## config.mk

```make
export PLATFORM = sky130hd
export DESIGN_NAME = frog_lane_mover
export DESIGN_NICKNAME = d
export VERILOG_FILES = /design/src/rtl/frog_pkg.sv /design/src/rtl/log_lane.sv /design/src/rtl/frog_lane_mover.sv
export SDC_FILE = /design/constraint.sdc
export NUM_CORES = 1
export LEC_CHECK = 0
export CAP_MARGIN = 20
export CORE_MARGIN = 2
export CORE_UTILIZATION = 63
export DETAILED_ROUTE_END_ITERATION = 7
export GPL_TIMING_DRIVEN = 0
export PLACE_DENSITY = 0.88
export SETUP_SLACK_MARGIN = 0.15
export SYNTH_ARGS = -nofsm -noshare
export SYNTH_HDL_FRONTEND = slang
export SYNTH_SLANG_ARGS = --single-unit
```

## constraint.sdc

```tcl
create_clock -name frame_clk -period 14.7 [get_ports frame_clk]
set_input_delay 2.205 -clock frame_clk [delete_from_list [all_inputs] [get_ports frame_clk]]
set_output_delay 2.205 -clock frame_clk [all_outputs]
set_load 0.03 [all_outputs]
```

## src/rtl/frog_pkg.sv

```systemverilog
// Shared definitions for the frogger object engine.
//   KEY_*        USB HID arrow keycodes recognised as hop requests
//   LANE_PITCH   vertical distance between successive log lanes
//   hop_state_t  frog FSM states (IDLE, HOP)
//   hop_dir_t    direction latched for the hop in progress
//   is_arrow()   true for any of the four arrow keycodes
package frog_pkg;

    localparam logic [7:0] KEY_LEFT  = 8'h50;
    localparam logic [7:0] KEY_UP    = 8'h52;
    localparam logic [7:0] KEY_RIGHT = 8'h4F;
    localparam logic [7:0] KEY_DOWN  = 8'h51;

    localparam int LANE_PITCH = 32;

    typedef enum logic {
        IDLE,
        HOP
    } hop_state_t;

    typedef enum logic [1:0] {
        H_LEFT,
        H_UP,
        H_RIGHT,
        H_DOWN
    } hop_dir_t;

    function automatic logic is_arrow(input logic [7:0] k);
        return (k == KEY_LEFT) || (k == KEY_UP) || (k == KEY_RIGHT) || (k == KEY_DOWN);
    endfunction

endpackage

```

## src/rtl/log_lane.sv

```systemverilog
// One scrolling log lane.
//   frame_clk  frame clock
//   Reset_n    asynchronous active-low reset, loads init_x
//   speed      pixels per frame (0 freezes the lane)
//   dir        1 = scroll right, 0 = scroll left
//   init_x     left edge after reset (tie to a constant)
//   log_x      registered left edge, always in [0, SCREEN_W-1]
//   delta      signed lane velocity for this frame (two's complement)
module log_lane #(
    parameter int COORD_W  = 11,
    parameter int SCREEN_W = 640
) (
    input  logic               frame_clk,
    input  logic               Reset_n,
    input  logic [3:0]         speed,
    input  logic               dir,
    input  logic [COORD_W-1:0] init_x,
    output logic [COORD_W-1:0] log_x,
    output logic [4:0]         delta
);

    localparam logic [COORD_W-1:0] SCREEN = COORD_W'(SCREEN_W);

    logic [COORD_W-1:0] spd;
    logic [COORD_W-1:0] log_x_nxt;

    assign spd   = COORD_W'(speed);
    assign delta = dir ? {1'b0, speed} : (5'd0 - {1'b0, speed});

    // Speed never exceeds 15, so one conditional add/subtract of the
    // screen width is enough to stay inside [0, SCREEN_W-1].
    always_comb begin
        log_x_nxt = log_x;
        if (dir) begin
            log_x_nxt = log_x + spd;
            if (log_x_nxt >= SCREEN)
                log_x_nxt = log_x_nxt - SCREEN;
        end else begin
            if (log_x >= spd)
                log_x_nxt = log_x - spd;
            else
                log_x_nxt = log_x + SCREEN - spd;
        end
    end

    always_ff @(posedge frame_clk or negedge Reset_n) begin
        if (!Reset_n)
            log_x <= init_x;
        else
            log_x <= log_x_nxt;
    end

endmodule

```

## src/rtl/frog_lane_mover.sv

```systemverilog
// Frame-rate game-object engine for frogger: frog hop FSM, log lanes,
// ride/drown logic. All state advances once per frame_clk.
//   frame_clk     frame (vsync-rate) clock
//   Reset_n       asynchronous active-low reset
//   keycode       current USB keycode; arrow edges start hops
//   lane_speed    per-lane speed, lane i at [4i+3:4i]
//   lane_dir      per-lane direction, 1 = right
//   FrogX/FrogY   frog centre, FrogS frog half-size (constant)
//   LogX/LogY     per-lane log left edge / row, lane i at [W*i +: W]
//   LogS          log length (constant)
//   frog_on_log   frog idle and riding a log
//   frog_hopping  hop FSM in HOP
//   splash        one-frame pulse when the frog drowns
// Optional build macro FROG_LIVES_EN adds lives[1:0] and game_over.
module frog_lane_mover
    import frog_pkg::*;
#(
    parameter int NUM_LANES    = 4,
    parameter int COORD_W      = 11,
    parameter int SCREEN_W     = 640,
    parameter int FROG_X_START = 320,
    parameter int FROG_Y_START = 440,
    parameter int FROG_SIZE    = 4,
    parameter int HOP_STEP     = 4,
    parameter int HOP_FRAMES   = 8,
    parameter int LANE_Y0      = 56,
    parameter int LOG_LEN      = 96,
    parameter int FROG_Y_MIN   = 24
) (
    input  logic                         frame_clk,
    input  logic                         Reset_n,
    input  logic [7:0]                   keycode,
    input  logic [4*NUM_LANES-1:0]       lane_speed,
    input  logic [NUM_LANES-1:0]         lane_dir,
    output logic [COORD_W-1:0]           FrogX,
    output logic [COORD_W-1:0]           FrogY,
    output logic [COORD_W-1:0]           FrogS,
    output logic [COORD_W*NUM_LANES-1:0] LogX,
    output logic [COORD_W*NUM_LANES-1:0] LogY,
    output logic [COORD_W-1:0]           LogS,
    output logic                         frog_on_log,
    output logic                         frog_hopping,
    output logic                         splash
`ifdef FROG_LIVES_EN
    ,
    output logic [1:0]                   lives,
    output logic                         game_over
`endif
);

    localparam int CNT_W   = $clog2(HOP_FRAMES);
    localparam int SW      = COORD_W + 2;
    localparam int HOP_PIX = HOP_STEP * HOP_FRAMES;
    localparam int X_MIN   = FROG_SIZE;
    localparam int X_MAX   = SCREEN_W - 1 - FROG_SIZE;

    localparam logic [COORD_W-1:0]   STEP      = COORD_W'(HOP_STEP);
    localparam logic [COORD_W-1:0]   SCREEN    = COORD_W'(SCREEN_W);
    localparam logic [COORD_W-1:0]   LOG_LEN_C = COORD_W'(LOG_LEN);
    localparam logic signed [SW-1:0] X_MIN_S   = SW'(X_MIN);
    localparam logic signed [SW-1:0] X_MAX_S   = SW'(X_MAX);

    hop_state_t         state, state_nxt;
    hop_dir_t           dir_q, dir_nxt, req_dir;
    logic [CNT_W-1:0]   cnt, cnt_nxt;
    logic [7:0]         key_prev;
    logic [COORD_W-1:0] frog_x_nxt, frog_y_nxt;
    logic               on_log_nxt, splash_nxt;

    logic [COORD_W-1:0] log_x [NUM_LANES];
    logic [4:0]         delta [NUM_LANES];

    logic               on_lane, covered;
    logic [4:0]         lane_delta;
    logic signed [SW-1:0] carry_sum;
    logic [COORD_W-1:0] carry_x, base_x;
    logic               press, dest_ok, frozen;

    assign FrogS        = COORD_W'(FROG_SIZE);
    assign LogS         = LOG_LEN_C;
    assign frog_hopping = (state == HOP);

    for (genvar i = 0; i < NUM_LANES; i++) begin : g_lane
        log_lane #(
            .COORD_W  (COORD_W),
            .SCREEN_W (SCREEN_W)
        ) u_lane (
            .frame_clk (frame_clk),
            .Reset_n   (Reset_n),
            .speed     (lane_speed[4*i +: 4]),
            .dir       (lane_dir[i]),
            .init_x    (COORD_W'(i * (SCREEN_W / NUM_LANES))),
            .log_x     (log_x[i]),
            .delta     (delta[i])
        );
        assign LogX[COORD_W*i +: COORD_W] = log_x[i];
        assign LogY[COORD_W*i +: COORD_W] = COORD_W'(LANE_Y0 + i * LANE_PITCH);
    end

    // Distance from the log's left edge to the frog, modulo the screen;
    // a log straddling the wrap point is handled for free.
    function automatic logic [COORD_W-1:0] span_off(input logic [COORD_W-1:0] fx,
                                                    input logic [COORD_W-1:0] lx);
        if (fx >= lx)
            return fx - lx;
        else
            return fx + SCREEN - lx;
    endfunction

    // Lane rows are distinct, so at most one lane can match.
    always_comb begin
        on_lane    = 1'b0;
        covered    = 1'b0;
        lane_delta = '0;
        for (int i = 0; i < NUM_LANES; i++) begin
            if (FrogY == COORD_W'(LANE_Y0 + i * LANE_PITCH)) begin
                on_lane    = 1'b1;
                lane_delta = delta[i];
                covered    = span_off(FrogX, log_x[i]) < LOG_LEN_C;
            end
        end
    end

    // Carried X, clamped to the legal frog range.
    always_comb begin
        carry_sum = signed'({2'b00, FrogX}) + signed'({{(SW-5){lane_delta[4]}}, lane_delta});
        if (carry_sum < X_MIN_S)
            carry_x = COORD_W'(X_MIN);
        else if (carry_sum > X_MAX_S)
            carry_x = COORD_W'(X_MAX);
        else
            carry_x = carry_sum[COORD_W-1:0];
    end

    // A hop started while riding departs from the carried position, so the
    // landing check uses that position too.
    always_comb begin
        base_x  = (on_lane && covered) ? carry_x : FrogX;
        press   = is_arrow(keycode) && (keycode != key_prev);
        req_dir = H_UP;
        dest_ok = 1'b0;
        case (keycode)
            KEY_LEFT:  begin req_dir = H_LEFT;  dest_ok = base_x >= COORD_W'(X_MIN + HOP_PIX); end
            KEY_RIGHT: begin req_dir = H_RIGHT; dest_ok = base_x <= COORD_W'(X_MAX - HOP_PIX); end
            KEY_UP:    begin req_dir = H_UP;    dest_ok = FrogY >= COORD_W'(FROG_Y_MIN + HOP_PIX); end
            KEY_DOWN:  begin req_dir = H_DOWN;  dest_ok = FrogY <= COORD_W'(FROG_Y_START - HOP_PIX); end
            default:   begin req_dir = H_UP;    dest_ok = 1'b0; end
        endcase
    end

    // Frog FSM. Drowning wins over a simultaneous hop request.
    always_comb begin
        state_nxt  = state;
        dir_nxt    = dir_q;
        cnt_nxt    = cnt;
        frog_x_nxt = FrogX;
        frog_y_nxt = FrogY;
        on_log_nxt = 1'b0;
        splash_nxt = 1'b0;
        case (state)
            IDLE: begin
                if (on_lane && !covered) begin
                    splash_nxt = 1'b1;
                    frog_x_nxt = COORD_W'(FROG_X_START);
                    frog_y_nxt = COORD_W'(FROG_Y_START);
                end else begin
                    frog_x_nxt = base_x;
                    if (press && dest_ok && !frozen) begin
                        state_nxt = HOP;
                        dir_nxt   = req_dir;
                        cnt_nxt   = '0;
                    end else begin
                        on_log_nxt = on_lane;
                    end
                end
            end
            HOP: begin
                case (dir_q)
                    H_LEFT:  frog_x_nxt = FrogX - STEP;
                    H_RIGHT: frog_x_nxt = FrogX + STEP;
                    H_UP:    frog_y_nxt = FrogY - STEP;
                    default: frog_y_nxt = FrogY + STEP;
                endcase
                cnt_nxt = cnt + CNT_W'(1);
                if (cnt == CNT_W'(HOP_FRAMES - 1)) begin
                    state_nxt = IDLE;
                    cnt_nxt   = '0;
                end
            end
            default: state_nxt = IDLE;
        endcase
    end

    always_ff @(posedge frame_clk or negedge Reset_n) begin
        if (!Reset_n) begin
            state       <= IDLE;
            dir_q       <= H_UP;
            cnt         <= '0;
            FrogX       <= COORD_W'(FROG_X_START);
            FrogY       <= COORD_W'(FROG_Y_START);
            key_prev    <= 8'h00;
            frog_on_log <= 1'b0;
            splash      <= 1'b0;
        end else begin
            state       <= state_nxt;
            dir_q       <= dir_nxt;
            cnt         <= cnt_nxt;
            FrogX       <= frog_x_nxt;
            FrogY       <= frog_y_nxt;
            key_prev    <= keycode;
            frog_on_log <= on_log_nxt;
            splash      <= splash_nxt;
        end
    end

`ifdef FROG_LIVES_EN
    // Once the last life is gone the frog stays parked; logs keep scrolling.
    assign frozen = game_over;

    always_ff @(posedge frame_clk or negedge Reset_n) begin
        if (!Reset_n) begin
            lives     <= 2'd3;
            game_over <= 1'b0;
        end else if (splash_nxt && (lives != 2'd0)) begin
            lives <= lives - 2'd1;
            if (lives == 2'd1)
                game_over <= 1'b1;
        end
    end
`else
    assign frozen = 1'b0;
`endif

endmodule

```

==> reports/summary.md, run 1 <==
The proportion of synthesized flip-flops having asynchronous set or reset works out to 100%. The class of the tightest hold or removal check is reg2reg. The number of max-cap violations came out at 0. The buffer cell driving the clock tree root was sky130_fd_sc_hd__clkbuf_16.

The via count of the first global-routing pass came out at 12.2k. The detailed router finished its first iteration with 934 violations. The portion of the clock cycle consumed by the worst path in the final layout was 51.0%; the depth of the CTS H-tree was 3. The area fraction of the dominant cell type after synthesis was 18.6%. The tools report the post-route setup TNS as 0 ns. In the layout the commonest cells are 193 x sky130_fd_sc_hd__ha_1, 140 x sky130_fd_sc_hd__inv_1, 125 x sky130_fd_sc_hd__a21oi_1. The sequential share of power is 15.5%. Yosys attributes the largest share of cell area to sky130_fd_sc_hd__ha_1 19%, sky130_fd_sc_hd__dfrtp_1 12%, sky130_fd_sc_hd__xnor2_1 6.5%. The run finished with clean final reports. Most frequently used flop master after synthesis: sky130_fd_sc_hd__dfrtp_1. Average wire per cell in the routed design: 17.1 um. Combinational logic is responsible for 75.4% of the overall power. The number of flip-flops and latches in the synthesized netlist was 80; the worst setup margin was 7.20 ns.

The final-report max-slew violation count was 0. The critical-path maximum fanout works out to 14. The vertical die dimension came out at 148 um. The floorplan has 52 rows.

The total via count in the routed design was 12.6k. Number of endpoints with negative hold slack in the final report: 0. 0 antenna diodes ended up in the layout. In this run the count of I/O pins placed on the die edge is 165. For this run, the register share of the synthesized area comes to 15.6%. The first global-routing pass estimated 58.3 mm of wire.

The internal power of the cells totals 0.00138 W. For the clock latency reported for the late side of the worst-skew pair, the log shows 0.37 ns. The post-synthesis to final-layout area growth came out at 14.7%. The tools report the total clock buffers created by CTS as 9.

The maximum count of clock buffers along a single path was 2. Buffers placed on the I/O ports in this run total 96. Measured along the x axis, the die boundary spans 148 um. The number of antenna violations at the first check in global routing is 0. The mean area per synthesized cell is 7.92 sq um, and the global route total overflow is 0.

For the initial standard-cell utilization of the core, the log shows 64.2%. The logs give 0 for the number of setup violations in the final report and 27.8 mm for the detailed placement HPWL. Cells with a size suffix above 1 make up 7.54% of the layout. Synthesis produced a netlist whose cell count is 1639. Prior to clock tree synthesis, the placed netlist has a worst setup slack of 6.88 ns.

At the end of routability-driven placement, the weighted congestion stood at 0.964. In this run the cell area of the synthesized design comes to 13000 sq um. Net switching is 53.4% of the power.

The clock period could shrink to 7.50 ns. For the final database, setup skew stands at 0.0137 ns. For flop-to-flop paths, the worst setup slack is 9.08 ns.

The clock drives 80 sinks. The power share of the clock group was 9.1%; the number of enable-type register cells in the synthesized netlist was 0. The die covers 21800 sq um. For the hold buffer count at CTS, the log shows 0.

Highest ir drop seen on vdd: 0.0772 mV. The synthesized netlist contains 88 unique library cells. The clock slew at the register clock pins of the worst setup and hold paths is 0.07 ns. For this run, the total global-route usage over all layers was measured as 32.4%. STA puts the critical path data required time at 14.95 ns.

The number of gates resized after CTS was 0. The region available for standard cell placement spans 20200 sq um. The number of setup buffers added after CTS is 0, and the vias per cell is 6.05. The tools report the endpoint class of the critical path as a flop.

During synthesis, Yosys emitted a total of 0 warnings. The tools report the number of optimization iterations in the first detailed-route pass as 5. Leaving out fill and tap cells, the most frequent cell in the layout is sky130_fd_sc_hd__ha_1.

The run gives 35.6 mm as the routed wire length. Setup repair after global routing left no endpoint under its margin. The analysis attributes to cell leakage a power of 6.66 nW. The tools report the data arrival time at the worst-slack endpoint as 7.75 ns.

The run gives 2059 as the total number of nets in the final design. TritonCTS built the clock tree. The transition time of the tightest slew-check pin is 0.809 ns.

The detail route stage leaves a number of antenna-violating nets equal to 0. In this run the power density over the cells is 198 nW/um^2. The worst pin sits at a relative slew slack of 46.1%. The worst setup path is launched from an input pin. Peak clock frequency supported by timing: 133 MHz. The logs give 0 for the total DRC errors in the routed layout and 0.00158 W for the power dissipated by switching net loads.

The run gives 59 as the largest net degree at the start of global routing. The setup path with the least slack is of type in2reg. Of all cell types, the one taking the most synthesized area is sky130_fd_sc_hd__ha_1.
cells in the mapped netlist, drive strengths merged (5+ instances only):
master	number
ha	193
inv	140
a21oi	126
nand2	119
nor2	118
o21ai	102
xnor2	98
buf	75
dfrtp	64
nand3	48
nor3	36
clkbuf	27
nand4	27
a211oi	26
nand2b	25
o21bai	25
mux2i	24
nor2b	24
fa	23
xor2	23
o211ai	20
o21a	20
a21o	18
a31oi	18
dfstp	16
or3	14
and3	13
nand3b	13
o22ai	11
a221oi	10
nor4	10
a2111oi	9
a311o	9
and2	9
nor3b	9
or2	9
o31a	7
o31ai	7
a21boi	6
o2111ai	6
a311oi	5
kinds of logic after synthesis:
kind of cell / synth area share [%]
buffers and inverters: 9.04
muxes: 2.20
and+or+nand+nor: 19.0
DFF: 15.6
xor gates and xnor gates: 8.22
other: 0.0578
adders and majority gates: 22.1
AOI/OAI and AO/OA: 23.8
flip-flops by register name, summed over array words and instances (netlist names):
| name | flops |
|---|---|
| splash | 1 |
| FrogY | 9 |
| dir_q | 2 |
| frog_on_log | 1 |
| frog_hopping | 1 |
| cnt | 3 |
| key_prev | 8 |
| FrogX | 11 |
| g_lane.u_lane.log_x | 44 |
power groups by stage:
| stage | Combinational [W] | Sequential, W | Clock (W) |
|---|---|---|---|
| after CTS | 0.00220 | 0.000452 | 0.000272 |
| after global placement | 0.00211 | 0.000454 | 0 |
| final | 0.00223 | 0.000457 | 0.000269 |
| after detailed placement | 0.00218 | 0.000455 | 0 |
| after floorplan | 0.00153 | 0.000548 | 0 |
| after global routing | 0.00246 | 0.000469 | 0.000278 |
through the flow:
stage	total power (W)	area, sq um	util [%]	instances	hold WS (ns)
2_1_floorplan	0.00208	13200	-	1705	0.490
3_3_place_gp	0.00256	14500	71.8	2071	0.510
5_1_grt	0.00321	14900	73.6	2088	0.581
4_1_cts	0.00292	14900	73.6	2088	0.544
6_report	0.00295	14900	73.6	2088	0.553
3_5_place_dp	0.00263	14600	72.0	2072	0.529
worst paths after layout:
path | to | cells after the start | startpoint
max | dir_q[1] | 18 | lane_speed[0]
max in group asynchronous | FrogX[6] | 2 | Reset_n
min reg2reg | cnt[2] | 2 | cnt[2]
min | cnt[2] | 2 | cnt[2]
max reg2reg | dir_q[1] | 16 | FrogY[3]
min in group asynchronous | g_lane[1].u_lane.log_x[3] | 1 | Reset_n
routing by layer:
| layer | track usage [%] | vias up | share of wire (%) |
|---|---|---|---|
| met4 | 13.1 | 0 | 3.6 |
| met3 | 4.41 | 107 | 6.9 |
| met5 | 0 | - | 0 |
| li1 | - | 6100 | - |
| met1 | 41.9 | 5900 | 42 |
| met2 | 54.9 | 518 | 47 |
final cells by class:
type	count	area (sq um)
clock inverters	7	106
fillers	1591	5340
flip-flops and latches	80	2020
well taps	270	338
repair buffers	97	986
clock buffers	9	225
plain buffers	102	644
inverters	141	529
multi-input cells	1382	10000
worst max-delay path, cell delays in order:
cell,delay [ns]
sky130_fd_sc_hd__clkdlybuf4s50_1,0.65
sky130_fd_sc_hd__inv_1,0.11
sky130_fd_sc_hd__ha_1,0.22
sky130_fd_sc_hd__a311oi_1,0.37
sky130_fd_sc_hd__o21ai_1,0.13
sky130_fd_sc_hd__a31oi_2,0.66
sky130_fd_sc_hd__ha_1,0.43
sky130_fd_sc_hd__o211ai_2,0.22
sky130_fd_sc_hd__nand2_1,0.14
sky130_fd_sc_hd__and4_1,0.22
sky130_fd_sc_hd__a221o_1,0.38
sky130_fd_sc_hd__or3_4,0.40
sky130_fd_sc_hd__a21oi_4,0.20
sky130_fd_sc_hd__nand3b_1,0.15
sky130_fd_sc_hd__a41o_1,0.23
sky130_fd_sc_hd__a311o_1,0.36
sky130_fd_sc_hd__a31oi_4,0.27
sky130_fd_sc_hd__mux2_1,0.35
Note: power is estimated with default switching activity, not from simulation.
==> run 2, diff against run 1 <==
--- a/config.mk
+++ b/config.mk
@@ -7,10 +7,10 @@
 export LEC_CHECK = 0
 export CAP_MARGIN = 20
 export CORE_MARGIN = 2
-export CORE_UTILIZATION = 63
+export CORE_UTILIZATION = 53
 export DETAILED_ROUTE_END_ITERATION = 7
 export GPL_TIMING_DRIVEN = 0
-export PLACE_DENSITY = 0.88
+export PLACE_DENSITY = 0.79
 export SETUP_SLACK_MARGIN = 0.15
 export SYNTH_ARGS = -nofsm -noshare
 export SYNTH_HDL_FRONTEND = slang
==> constraint.sdc (replaced) <==
create_clock -name frame_clk -period 6.8 [get_ports frame_clk]
set_input_delay 1.02 -clock frame_clk [delete_from_list [all_inputs] [get_ports frame_clk]]
set_output_delay 1.02 -clock frame_clk [all_outputs]
set_load 0.03 [all_outputs]
==> reports/summary.md, run 2 (synthesis gave the netlist of run 1 again) <==
Total number of nets in the final design: 2059 (unchanged). The total DRC errors in the routed layout came out at 0 (unchanged). The tools report the buffer cell driving the clock tree root as sky130_fd_sc_hd__clkbuf_16.

The maximum count of clock buffers along a single path came out at 2 (unchanged). Static timing analysis puts the maximum clock frequency at 163 MHz. The run gives 47.9% (+1.8 points) as the worst slew margin relative to its limit. The horizontal die dimension was 161 um (+8.8%). The transition time of the tightest slew-check pin is 0.782 ns (-0.0271 ns), and the cell total after placement is 2126 (+2.6%). The largest registers in the layout are g_lane.u_lane.log_x: 44 flops, FrogX: 11 flops, FrogY: 9 flops. For the routed wire length, the log shows 34.9 mm (-1.9%). The endpoint class of the critical path was a flop. The antenna violation net count after detailed routing is 0 (unchanged). For the final standard cell count with taps included and fillers excluded, the log shows 2142 (+2.6%). The logs give 6.37 ns (-1.38 ns) for the data arrival time at the worst-slack endpoint and 6 (+1) for the number of optimization iterations in the first detailed-route pass. The run finished with clean final reports. The layer flagged by global routing as most heavily used is met2. The top-level port count was 165 (unchanged); the number of flip-flops under the largest register name was 44 (unchanged).

The count of input and output buffers was 96 (unchanged). The number of max-cap violations came out at 0 (unchanged). The power density over the cells was 424 nW/um^2 (+110%). The register with the highest flop count was g_lane.u_lane.log_x.

The count of buffer and inverter cells on the critical path was 2 (unchanged); the number of setup violations in the final report was 0 (unchanged). The run gives 27.0% (-5.5 points) as the aggregate global-route resource usage. The worst clock skew is 0.0121 ns (-0.00161 ns). The slowest stage of the critical path belongs to the cell sky130_fd_sc_hd__clkdlybuf4s50_1. Clock latency reported for the late side of the worst-skew pair: 0.37 ns (about the same). The vertical die dimension is 161 um (+8.8%), and the detailed placement HPWL is 27.5 mm (-0.97%). The run gives 25800 sq um (+18%) as the full die area. The vias per cell was 5.78 (-4.4%). The met1 usage is 35.3% (-6.6 points). Relative to the synthesized area, the layout overhead comes to 15.3%. The maximum single-stage delay on the critical path is 0.50 ns (-0.16 ns). The critical path start-end classification was in2reg. The tools report the filler cell count as 2099 (+32%). The total clock buffers created by CTS came out at 9 (unchanged). The placeable core area is 24200 sq um (+19%). Portion of the clock cycle consumed by the worst path in the final layout: 90.0%.

The run gives 12.4k (-1.9%) as the total via count in the routed design. The run gives 0 (unchanged) as the number of diodes added for antenna fixing. Highest ir drop seen on vdd: 0.192 mV (+150%). The data required time at the worst endpoint was 7.05 ns (-7.90 ns); the post-placement worst setup slack was 0.141 ns (-6.74 ns). Walking the worst path, the cells encountered are clkdlybuf4s50_1 -> inv_1 -> ha_1 -> nor3b_1 -> and4bb_1 -> o21ai_1 -> a31oi_4 -> ha_1 -> o211ai_2 -> nand2_1 -> and4_1 -> a221o_1 -> or3_4 -> a21oi_4 -> nand3b_1 -> a41o_1 -> a311o_1 -> a31oi_4 -> mux2_1.

For the final-report max-slew violation count, the log shows 0 (unchanged). The largest net degree at the start of global routing was 57 (-3.4%). The class of the tightest hold or removal check was reg2reg. The startpoint type of the worst setup path was an input pin. The global route total overflow was 0 (unchanged); the shortest clock period the worst path allows after layout was 6.12 ns. The internal reg-to-reg setup slack was 1.40 ns (-7.68 ns).

The number of design-rule violations left by the first detailed-router iteration is 947 (+1.4%). TritonCTS built the clock tree. For the number of antenna violations at the first check in global routing, the log shows 0 (unchanged). Fraction of final layout cells with drive strength greater than 1: 7.54% (unchanged). In the layout the commonest cells are 193 x sky130_fd_sc_hd__ha_1, 140 x sky130_fd_sc_hd__inv_1, 125 x sky130_fd_sc_hd__a21oi_1. The sink count of the clock tree is 80 (unchanged), and the share of the core filled with cells is 61.9% (-12 points).

The number of endpoints with negative hold slack in the final report is 0 (unchanged). The logs give 0 (unchanged) for the number of setup buffers added after CTS and 57.5 mm (-1.3%) for the global-route wire length before repair. The tools report the post-route worst hold slack as 0.545 ns (-0.00812 ns). Via count of the first global-routing pass: 11.7k (-3.6%). The critical-path maximum fanout is 14 (unchanged), and the leakage power summed over all cells is 6.66 nW (about the same).

The met2 layer usage reported by global route is 45.6% (-9.3 points). Average wire per cell in the routed design: 16.3 um (-4.4%). For the post-route setup TNS, the log shows 0 ns (unchanged). The depth of the CTS H-tree was 3 (unchanged); the worst setup margin was 0.681 ns (-6.52 ns).

The logs give 0.965 (about the same) for the placer congestion estimate and 57 (+9.6%) for the number of placement rows. For the met3 layer usage reported by global route, the log shows 3.67% (-0.75 points). Most common library cell in the layout ignoring fill and taps: sky130_fd_sc_hd__ha_1. Setup repair after global routing left no endpoint under its margin. The initial standard-cell utilization of the core came out at 53.7% (-10 points). The clock slew at the register clock pins of the worst setup and hold paths works out to 0.08 ns (about the same). Grouping stages by cell kind, the critical path spends the most delay in compound AO/OA/AOI/OAI gates.
-- run 2: power breakdown --
group | switching [W] | internal (W) | total [W]
sequential | 0.000327 | 0.000662 | 0.000988
clock | 0.000253 | 0.000331 | 0.000584
combinational | 0.00280 | 0.00198 | 0.00478
total | 0.00338 | 0.00297 | 0.00635
-- run 2: area by class of cell --
class                           instances  area (sq um)  area share [%]
Multi-Input combinational cell       1382         10000            67.1
Sequential cell                        80          2020            13.5
Timing Repair Buffer                   97           986            6.59
Buffer                                102           644            4.30
Inverter                              141           529            3.54
Tap cell                              324           405            2.71
Clock buffer                            9           225            1.50
Clock inverter                          7           108           0.719
-- run 2: path summary, 6_finish.rpt --
path                                             end          start  cells past startpoint
setup reg to reg                            dir_q[1]       FrogY[3]                     16
hold reg to reg                               cnt[2]         cnt[2]                      2
min in group asynchronous  g_lane[2].u_lane.log_x[5]        Reset_n                      1
setup / recovery                            dir_q[1]  lane_speed[5]                     19
hold / removal                                cnt[2]         cnt[2]                      2
max in group asynchronous                   FrogX[8]        Reset_n                      2
-- run 2: metrics by stage --
stage / instance area (sq um) / power [W]
CTS: 15000 / 0.00631
detailed placement: 14600 / 0.00569
global route: 15000 / 0.00694
finish: 15000 / 0.00635
floorplan: 13200 / 0.00450
global placement: 14600 / 0.00556
-- run 2: worst register-to-register path: cells and delay by family, from the launching register on --
kind | cells | cell delay (ns)
AO/OA/AOI/OAI | 9 | 2.73
AND/OR/NAND/NOR | 5 | 1.18
flip-flops | 1 | 0.63
adder cells (fa/ha/maj) | 1 | 0.40
multiplexers | 1 | 0.34
-- run 2: per-layer routing --
metal | wire length (um) | share of wire, %
met3 | 2000 | 5.7
met1 | 15400 | 44
met2 | 16500 | 47
met5 | 0 | 0
met4 | 966 | 2.8
-- run 2: repair_timing --
item | 4_1_cts | 5_1_grt
endpoints found under the setup margin | 0 | 1
resized for setup | 0 | 1
hold buffers | 0 | 0
endpoints found under the hold margin | 0 | 0
==> run 3, diff against run 2 <==
--- a/config.mk
+++ b/config.mk
@@ -7,10 +7,11 @@
 export LEC_CHECK = 0
 export CAP_MARGIN = 20
 export CORE_MARGIN = 2
-export CORE_UTILIZATION = 53
+export CORE_UTILIZATION = 59
+export CTS_BUF_LIST = sky130_fd_sc_hd__clkbuf_8
 export DETAILED_ROUTE_END_ITERATION = 7
 export GPL_TIMING_DRIVEN = 0
-export PLACE_DENSITY = 0.79
+export PLACE_DENSITY = 0.83
 export SETUP_SLACK_MARGIN = 0.15
 export SYNTH_ARGS = -nofsm -noshare
 export SYNTH_HDL_FRONTEND = slang
==> constraint.sdc (replaced) <==
create_clock -name frame_clk -period 6.9 [get_ports frame_clk]
set_input_delay 1.035 -clock frame_clk [delete_from_list [all_inputs] [get_ports frame_clk]]
set_output_delay 1.035 -clock frame_clk [all_outputs]
set_load 0.03 [all_outputs]
==> reports/summary.md, run 3 (synthesis gave the netlist of run 1 again) <==
The power density over the cells works out to 414 nW/um^2 (-2.3%). The tools report the global-route wire length before repair as 57.8 mm (+0.50%). The aggregate global-route resource usage is 29.8% (+2.8 points), and the total of cells resized after clock tree synthesis is 0 (unchanged).

The run gives 15.3 mm (-1.1%) as the met1 layer wirelength in the final routing. The horizontal die dimension was 152 um (-5.1%). The critical path start-end classification was in2reg. The flow ran to the end, and the final reports show no timing, DRC or antenna violations.

The critical-path maximum fanout came out at 14 (unchanged). TritonCTS built the clock tree. The run gives 12.6k (+1.8%) as the total via count in the routed design. The tools report the data arrival time at the worst-slack endpoint as 6.65 ns (+0.28 ns). The clock slew at the register clock pins of the worst setup and hold paths is 0.12 ns (+0.04 ns), and the data required time at the worst endpoint is 7.19 ns (+0.14 ns). Of the available clock period, the critical path in the final layout requires 92.1%. The sequential share of power came out at 15.9% (+0.3 points). The number of placement rows came out at 54 (-5.3%).

The tree is rooted in a sky130_fd_sc_hd__clkbuf_8. The total clock buffers created by CTS is 9 (unchanged). For this run, the top clock speed supported by timing is 157 MHz. For the routed length on met3, the log shows 2.38 mm (+19%). In the final layout, the registers with the most flip-flops are g_lane.u_lane.log_x: 44 flops, FrogX: 11 flops, FrogY: 9 flops. The transition time of the tightest slew-check pin works out to 0.836 ns (+0.0538 ns).

For the largest net degree at the start of global routing, the log shows 57 (unchanged). The path class of the tightest hold or removal check is in2async. The run gives 165 (unchanged) as the top-level port count. The run gives 0.00614 W (-3.4%) as the total design power.

The number of design-rule violations left by the first detailed-router iteration is 909 (-4.0%), and the depth of the CTS H-tree is 3 (unchanged). The number of setup buffers added after CTS is 0 (unchanged), and the switching share of power is 54.2% (+0.99 points). Number of flip-flops under the largest register name: 44 (unchanged).

The tools report the multi-input logic area as 10000 sq um (about the same). The run gives 21700 sq um (-10%) as the placeable core area. The cell total after placement was 2082 (-2.1%); the placer congestion estimate was 0.960 (-0.46%).

The tools report the endpoint class of the critical path as a flop. The total DRC errors in the routed layout is 0 (unchanged), and the detailed placement HPWL is 27.5 mm (-0.20%). The final standard cell count with taps included and fillers excluded is 2098 (-2.1%). The share of the core filled with cells was 68.3% (+6.3 points).

The hold buffer count at CTS was 0 (unchanged); the sink count of the clock tree was 80 (unchanged). The number of optimization iterations in the first detailed-route pass is 5 (-1), and the average wire per cell in the routed design is 16.8 um (+2.9%). The number of max-cap violations is 0 (unchanged), and the worst slew margin relative to its limit is 44.1% (-3.7 points). The smallest clock period supported by the final layout is computed as 6.36 ns.

The top cell types in the final layout, fill and taps aside, are 193 x sky130_fd_sc_hd__ha_1, 140 x sky130_fd_sc_hd__inv_1, 125 x sky130_fd_sc_hd__a21oi_1. The tools report the cell area after placement as 14600 sq um (-0.38%). The number of antenna violations at the first check in global routing came out at 0 (unchanged). More flip-flops sit in one register than any other, and that register is g_lane.u_lane.log_x.

The via count of the first global-routing pass is 12.0k (+2.2%), and the number of diodes added for antenna fixing is 0 (unchanged). The power share of the clock group came out at 7.5% (-1.7 points). The worst clock skew is 0.0255 ns (+0.0134 ns). STA classifies the critical path startpoint as an input pin.

The global route total overflow is 0 (unchanged), and the power dissipated by switching net loads is 0.00332 W (-1.6%). The full die area is 23200 sq um (-9.9%). For the antenna violation net count after detailed routing, the log shows 0 (unchanged). For the maximum count of clock buffers along a single path, the log shows 2 (unchanged). Leaving out fill and tap cells, the most frequent cell in the layout is sky130_fd_sc_hd__ha_1.

Routed wire length: 35.2 mm (+0.82%). Post-route setup TNS: 0 ns (unchanged). The tools report the internal power contribution as 0.00281 W (-5.4%). The top routing layer in use was met4. The fraction of final layout cells with drive strength greater than 1 was 7.54% (unchanged); the clock latency reported for the late side of the worst-skew pair was 0.41 ns (+0.04 ns). The count of input and output buffers is 96 (unchanged), and the highest ir drop seen on vdd is 0.167 mV (-13%). Setup repair after global routing left no endpoint under its margin.

The run gives 2059 (unchanged) as the total number of nets in the final design. The post-route cell area is 14800 sq um (-1.1%). The logs give 6.61 nW (-0.65%) for the leakage power summed over all cells and 0 (unchanged) for the number of endpoints with negative hold slack in the final report.

For the sum of met2 wire segment lengths after detailed routing, the log shows 16.5 mm (-0.26%). The footprint of the flip-flops and latches came out at 2020 sq um (unchanged). The final-report max-slew violation count was 0 (unchanged); the vias per cell was 6.01 (+3.9%). The area growth from synthesis to layout is 14.0%.

The run gives 1880 (-10%) as the filler cell count. The vertical die dimension was 152 um (-5.1%); the portion of total power attributed to combinational logic was 76.6% (+1.4 points). The logs give 59.9% (+6.2 points) for the initial standard-cell utilization of the core and 0 (unchanged) for the number of setup violations in the final report.
==> run 3: cell type report <==
type | instances | area share [%]
Sequential cell | 80 | 13.7
Buffer | 102 | 4.35
Inverter | 141 | 3.58
Clock buffer | 9 | 0.837
Multi-Input combinational cell | 1382 | 67.8
Clock inverter | 7 | 0.735
Timing Repair Buffer | 97 | 6.66
Tap cell | 280 | 2.37
==> run 3: critical path: stages <==
cell and delay, ns:
sky130_fd_sc_hd__clkdlybuf4s50_1 0.61, sky130_fd_sc_hd__inv_1 0.15, sky130_fd_sc_hd__ha_1 0.22, sky130_fd_sc_hd__a311oi_1 0.40, sky130_fd_sc_hd__o21ai_1 0.15, sky130_fd_sc_hd__a31oi_2 0.71, sky130_fd_sc_hd__ha_1 0.44, sky130_fd_sc_hd__o211ai_2 0.21
sky130_fd_sc_hd__nand2_1 0.14, sky130_fd_sc_hd__and4_1 0.22, sky130_fd_sc_hd__a221o_1 0.39, sky130_fd_sc_hd__or3_4 0.40, sky130_fd_sc_hd__a21oi_4 0.19, sky130_fd_sc_hd__nand3b_1 0.15, sky130_fd_sc_hd__a41o_1 0.23, sky130_fd_sc_hd__a311o_1 0.36
sky130_fd_sc_hd__a31oi_4 0.26, sky130_fd_sc_hd__mux2_1 0.35
==> run 3: stage by stage <==
step	worst slack [ns]	hold WS, ns
2_1_floorplan	1.56	0.490
5_1_grt	0.181	0.547
3_3_place_gp	0.317	0.512
3_5_place_dp	0.228	0.543
6_report	0.542	0.533
4_1_cts	0.653	0.543
==> run 3: final timing paths <==
path | start | endpoint | slack, ns | depth (start not counted)
max | lane_speed[1] | dir_q[1] | 0.54 | 18
min in group frame_clk | cnt[1] | cnt[1] | 0.56 | 2
min reg2reg | cnt[1] | cnt[1] | 0.56 | 2
max in group asynchronous | Reset_n | FrogX[8] | 5.67 | 2
max reg2reg | FrogY[5] | dir_q[1] | 1.22 | 16
min | Reset_n | g_lane[2].u_lane.log_x[9] | 0.53 | 1
==> run 3: routing by layer <==
metal	global-route usage, %	up-vias
li1	-	6104
met1	39.2	5892
met2	49.8	518
met3	4.10	94
met4	11.5	0
met5	0	-
==> run 3: power by group through the flow <==
stage,logic (W),clock network [W],registers (W)
6_report,0.00470,0.000458,0.000975
5_1_grt,0.00522,0.000481,0.00100
4_1_cts,0.00465,0.000464,0.000967
3_5_place_dp,0.00462,0,0.000976
3_3_place_gp,0.00449,0,0.000967
2_1_floorplan,0.00326,0,0.00117
